===== config.mk =====
export PLATFORM = sky130hd
export DESIGN_NAME = eth_cfg_sequencer
export DESIGN_NICKNAME = d
export VERILOG_FILES = /design/src/rtl/eth_cfg_sequencer.sv
export SDC_FILE = /design/constraint.sdc
export NUM_CORES = 1
export LEC_CHECK = 0
export BUFFER_PORTS_ARGS = -buffer_cell sky130_fd_sc_hd__buf_2
export CAP_MARGIN = 10
export CELL_PAD_IN_SITES_DETAIL_PLACEMENT = 1
export CELL_PAD_IN_SITES_GLOBAL_PLACEMENT = 1
export CORE_MARGIN = 3
export CORE_UTILIZATION = 35
export CTS_BUF_LIST = sky130_fd_sc_hd__clkbuf_4 sky130_fd_sc_hd__clkbuf_8 sky130_fd_sc_hd__clkbuf_16
export DETAILED_ROUTE_END_ITERATION = 12
export PLACE_DENSITY = 0.66
export SLEW_MARGIN = 20
export SYNTH_ARGS = -nofsm -noshare
export SYNTH_HDL_FRONTEND = slang
export SYNTH_SLANG_ARGS = --single-unit

===== constraint.sdc =====
create_clock -name cfg_clk -period 10 [get_ports cfg_clk]
set_clock_uncertainty 0.1 [all_clocks]
set_input_delay 2 -clock cfg_clk [delete_from_list [all_inputs] [get_ports cfg_clk]]
set_output_delay 2 -clock cfg_clk [all_outputs]
set_load 0.1 [all_outputs]

===== src/rtl/eth_cfg_sequencer.sv =====
// eth_cfg_sequencer: programs MAC, IP and UDP ports into the Ethernet bridge config port,
// holding RX disabled for a quiesce window around each sequence.
module eth_cfg_sequencer #(
   parameter int N_UDP      = 4,
   parameter int GAP        = 1,
   parameter int QUIESCE    = 16,
   parameter int AUTO_START = 1
) (
   input  logic                 cfg_clk,
   input  logic                 rst,
   input  logic                 start,
   input  logic                 auto_update,
   input  logic [31:0]          ip,
   input  logic [47:0]          mac,
   input  logic [16*N_UDP-1:0]  udp_ports,
   output logic                 cfg_enable_rx,
   output logic                 cfg_valid,
   output logic [4:0]           cfg_addr,
   output logic [7:0]           cfg_wdata,
   output logic                 busy,
   output logic                 done,
   output logic [7:0]           prog_count
);
   localparam int W = 10 + 2*N_UDP;
   localparam logic [2:0] IDLE = 3'd0, QUIE = 3'd1, WRITE = 3'd2, GAPS = 3'd3, RUN = 3'd4;

   logic [2:0]          state;
   logic [7:0]          qcnt;
   logic [3:0]          gcnt;
   logic [4:0]          k, j;
   logic                fresh, pending, trig, last, go, fin;
   logic [31:0]         snap_ip;
   logic [47:0]         snap_mac;
   logic [16*N_UDP-1:0] snap_ports;
   logic [7:0]          byte_sel;

   // change detect looks only at the snapshot identity; udp_ports never retrigger
   assign trig = start | (auto_update & ({ip, mac} != {snap_ip, snap_mac}));
   assign last = k == 5'(W-1);
   assign j    = k - 5'd10;
   assign go   = state == IDLE ? (start | (AUTO_START != 0 && fresh)) :
                 state == RUN & (trig | pending);
   assign fin  = last & ((state == WRITE && GAP == 0) || (state == GAPS && gcnt == 4'd0));

   always_comb begin
      byte_sel = k < 5'd6  ? 8'(snap_mac >> (8*(5-int'(k)))) :
                 k < 5'd10 ? 8'(snap_ip  >> (8*(9-int'(k)))) :
                             8'(snap_ports >> (16*int'(j[4:1]) + (j[0] ? 0 : 8)));
   end

   assign busy          = state == QUIE || state == WRITE || state == GAPS;
   assign cfg_enable_rx = state == RUN;
   assign cfg_valid     = state == WRITE;
   assign cfg_addr      = cfg_valid ? (k < 5'd10 ? {1'b0, k[3:0]} : {1'b1, j[3:0]}) : 5'd0;
   assign cfg_wdata     = cfg_valid ? byte_sel : 8'd0;

   always_ff @(posedge cfg_clk) begin
      if (rst) begin
         state      <= IDLE;
         qcnt       <= '0;
         gcnt       <= '0;
         k          <= '0;
         fresh      <= 1'b1;
         pending    <= 1'b0;
         done       <= 1'b0;
         prog_count <= '0;
         snap_ip    <= '0;
         snap_mac   <= '0;
         snap_ports <= '0;
      end else begin
         fresh   <= 1'b0;
         done    <= 1'b0;
         pending <= go ? 1'b0 : pending | (busy & trig);
         if (go) begin
            state      <= QUIE;
            qcnt       <= 8'(QUIESCE-1);
            snap_ip    <= ip;
            snap_mac   <= mac;
            snap_ports <= udp_ports;
         end else if (fin) begin
            state      <= RUN;
            done       <= 1'b1;
            prog_count <= prog_count + 8'd1;
         end else begin
            case (state)
               QUIE: begin
                  if (qcnt == 8'd0) begin
                     state <= WRITE;
                     k     <= '0;
                  end else qcnt <= qcnt - 8'd1;
               end
               WRITE: begin
                  if (GAP == 0) k <= k + 5'd1;
                  else begin
                     state <= GAPS;
                     gcnt  <= 4'(GAP-1);
                  end
               end
               GAPS: begin
                  if (gcnt != 4'd0) gcnt <= gcnt - 4'd1;
                  else begin
                     state <= WRITE;
                     k     <= k + 5'd1;
                  end
               end
               IDLE, RUN: state <= state;
               default: state <= IDLE;
            endcase
         end
      end
   end
endmodule


==> reports/qor.txt <==
status - finished clean
most common cell after layout, fill and taps aside - nand2_1
Net Switching - 0.819 mW
CP Launch Point - k[1]
crit-path max FO - 32
fmax - 154 MHz
Die ar. - 28500 µm²
clock sink count - 175
Slew headroom - 29.9%
worst r2r src - snap_mac[8]
Critical Path Sink Type - primary output
Initial Util - 35.7%
Pint - 1.45 mW
DIE WIDTH - 169 µm
Worst Hold Class - reg2reg
Synth Instances - 1035
final WL - 29300 µm
EDFF count, synth - 0
Warnings, synthesis - 0
Max Cap Violations - 0
Worst setup SP type - flip-flop
Clock Power Share - 28.7%
Hold Crit Start - snap_ports[13]
Fin Setup TNS - 0 ns
Synth cell types - 41
post-cts resize count - 0
clock buffer depth - 2
via/cell ratio - 5.10
core footprint - 26100 µm²
Remaining DRCs - 0
post-synthesis average cell area - 8.98 µm²
global-route wire length before repair - 44600 µm
top cells by area, synth - dfxtp_1, mux2i_1, nand2_1
net count after synthesis - 1192
maximum VDD drop - 0.149 mV
DP HPWL - 21900 µm
largest net degree at the start of global routing - 187
most frequent cells in the layout - nand2_1, dfxtp_1, buf_2
Num CTS Buffers - 17
DRT iter0 DRCs - 486
ys async rst share - 0%
max-slew violations - 0
Reg power frac - 41.3%
drt pass-1 iters - 4
Wirelength per Cell - 19.4 µm
clock slew at reported path FFs - 0.07 ns
post-synthesis cell area - 9290 µm²
part of the cycle the worst path needs - 65.1%
worst-margin pin slew - 1.05 ns
vias in the first global route - 7829
Leakage - 4.69 nW
initial antenna violation count - 0
Hold Vio Cnt, Final - 0
share of the synthesized area in the top cell type - 37.7%
H-tree Lvls - 4
Final ANT Viol Nets - 0
Site Rows - 59
layout cell share with drive strength beyond 1 - 21.2%
area leader, netlist - dfxtp_1
worst-skew pair later-pin latency - 0.44 ns
RSZ-0062 raised after global routing - no
GRT overflow - 0
Worst EP required - 7.90 ns
setup slack after layout - 3.49 ns
Logic pwr share - 30.0%
minimum clock period - 6.51 ns
power density cells - 209 nW/µm²
diodes inserted - 0
worst path arrival time - 4.41 ns
total track usage - 20.4%
Area growth syn-to-layout - 16.9%
Crit Path Category - reg2out
Main synth FF type - dfxtp_1
GP Congestion - 0.846
Total Nets Final - 1320
port buffer count - 172
chip height - 169 µm
Place WS - 3.93 ns
hold slack - 0.357 ns
postcts setup bufs - 0
root buf cell - clkbuf_16
#FFs+latches synth - 175
Seq/Total Area, Yosys - 37.7%
via count - 7713
switching share of power - 36.1%
I/O pin count - 173
final setup violation count - 0
Post-CTS Hold Fix Bufs - 0
CTS tree - built
[state kept, by name, summed over array words and instances, names as in the netlist]
name	cells
snap_ports	64
snap_mac	48
snap_ip	32
prog_count	8
qcnt	8
k	5
gcnt	4
state	3
done	1
fresh	1
pending	1
[power by group through the flow]
stage | Clock (mW) | Combinational (mW) | Sequential (mW)
2_1_floorplan | 0 | 0.535 | 0.906
4_1_cts | 0.666 | 0.687 | 0.940
5_1_grt | 0.693 | 0.741 | 0.956
3_5_place_dp | 0 | 0.682 | 0.954
6_report | 0.651 | 0.681 | 0.939
3_3_place_gp | 0 | 0.673 | 0.950
[worst paths after layout]
check | end | slack [ns] | cells past startpoint
setup / recovery | cfg_wdata[1] | 3.49 | 7
hold / removal | snap_ports[13] | 0.36 | 2
setup reg to reg | snap_ports[16] | 6.30 | 9
hold reg to reg | snap_ports[13] | 0.36 | 2
[per-layer routing]
layer	vias up	part of all wire, %	global-route usage (%)
met5	-	0	0
met4	0	1.8	5.27
met3	31	5.0	3.95
met2	180	46	32.3
met1	3743	47	28.6
li1	3759	-	-
[cell type report]
cell class,count,area [µm²]
inverters,18,75.1
well taps,335,419
multi-input cells,773,5390
clock inverters,13,123
clock buffers,19,440
repair buffers,178,906
fillers,3091,15200
flip-flops and latches,175,3510
[cells in the mapped netlist, types with 2 or more instances]
| library cell | count |
|---|---|
| nor4_1 | 21 |
| nor3b_1 | 3 |
| a21oi_1 | 13 |
| dfxtp_1 | 175 |
| or3_1 | 3 |
| o22ai_1 | 8 |
| nor4b_1 | 2 |
| buf_6 | 7 |
| inv_1 | 16 |
| buf_1 | 3 |
| o211ai_1 | 8 |
| nand2_1 | 312 |
| nand4_1 | 9 |
| nand2b_1 | 4 |
| buf_2 | 14 |
| nor3_1 | 14 |
| nor2_1 | 38 |
| nand3_1 | 5 |
| clkbuf_1 | 45 |
| o21a_1 | 4 |
| o21ai_0 | 13 |
| xor2_1 | 78 |
| o31a_1 | 3 |
| ha_1 | 9 |
| mux4_2 | 32 |
| xnor2_1 | 17 |
| and2_1 | 3 |
| mux2i_1 | 163 |
[through the flow]
stage	total power, mW	cells	util, %	area, µm²
finish	2.27	1511	41.7	10900
global route	2.39	1511	41.7	10900
CTS	2.29	1511	41.7	10900
detailed placement	1.64	1479	39.5	10300
global placement	1.62	1479	39.5	10300
floorplan	1.44	1035	-	9290
[cells by family (layout without fill, tap and decap cells)]
logic type                 Yosys count  in the layout  share of synthesized area, %
and+or+nand+nor                    420            420                          18.9
muxes                              195            195                          25.3
DFF                                175            175                          37.7
xor gates and xnor gates            95             95                          8.96
buffers and inverters               87            228                          4.27
AOI/OAI and AO/OA                   54             54                          3.68
adders and majority gates            9              9                          1.21
[worst max-delay path, stage by stage, from the launching register on]
cell and delay [ns]:
dfxtp_2 0.95, clkinv_1 0.53, ha_1 0.98, nand3_1 0.41
o211ai_1 0.29, o21ai_0 0.12, nor2_1 0.21, buf_2 0.48
(Power assumes the default switching activity.)
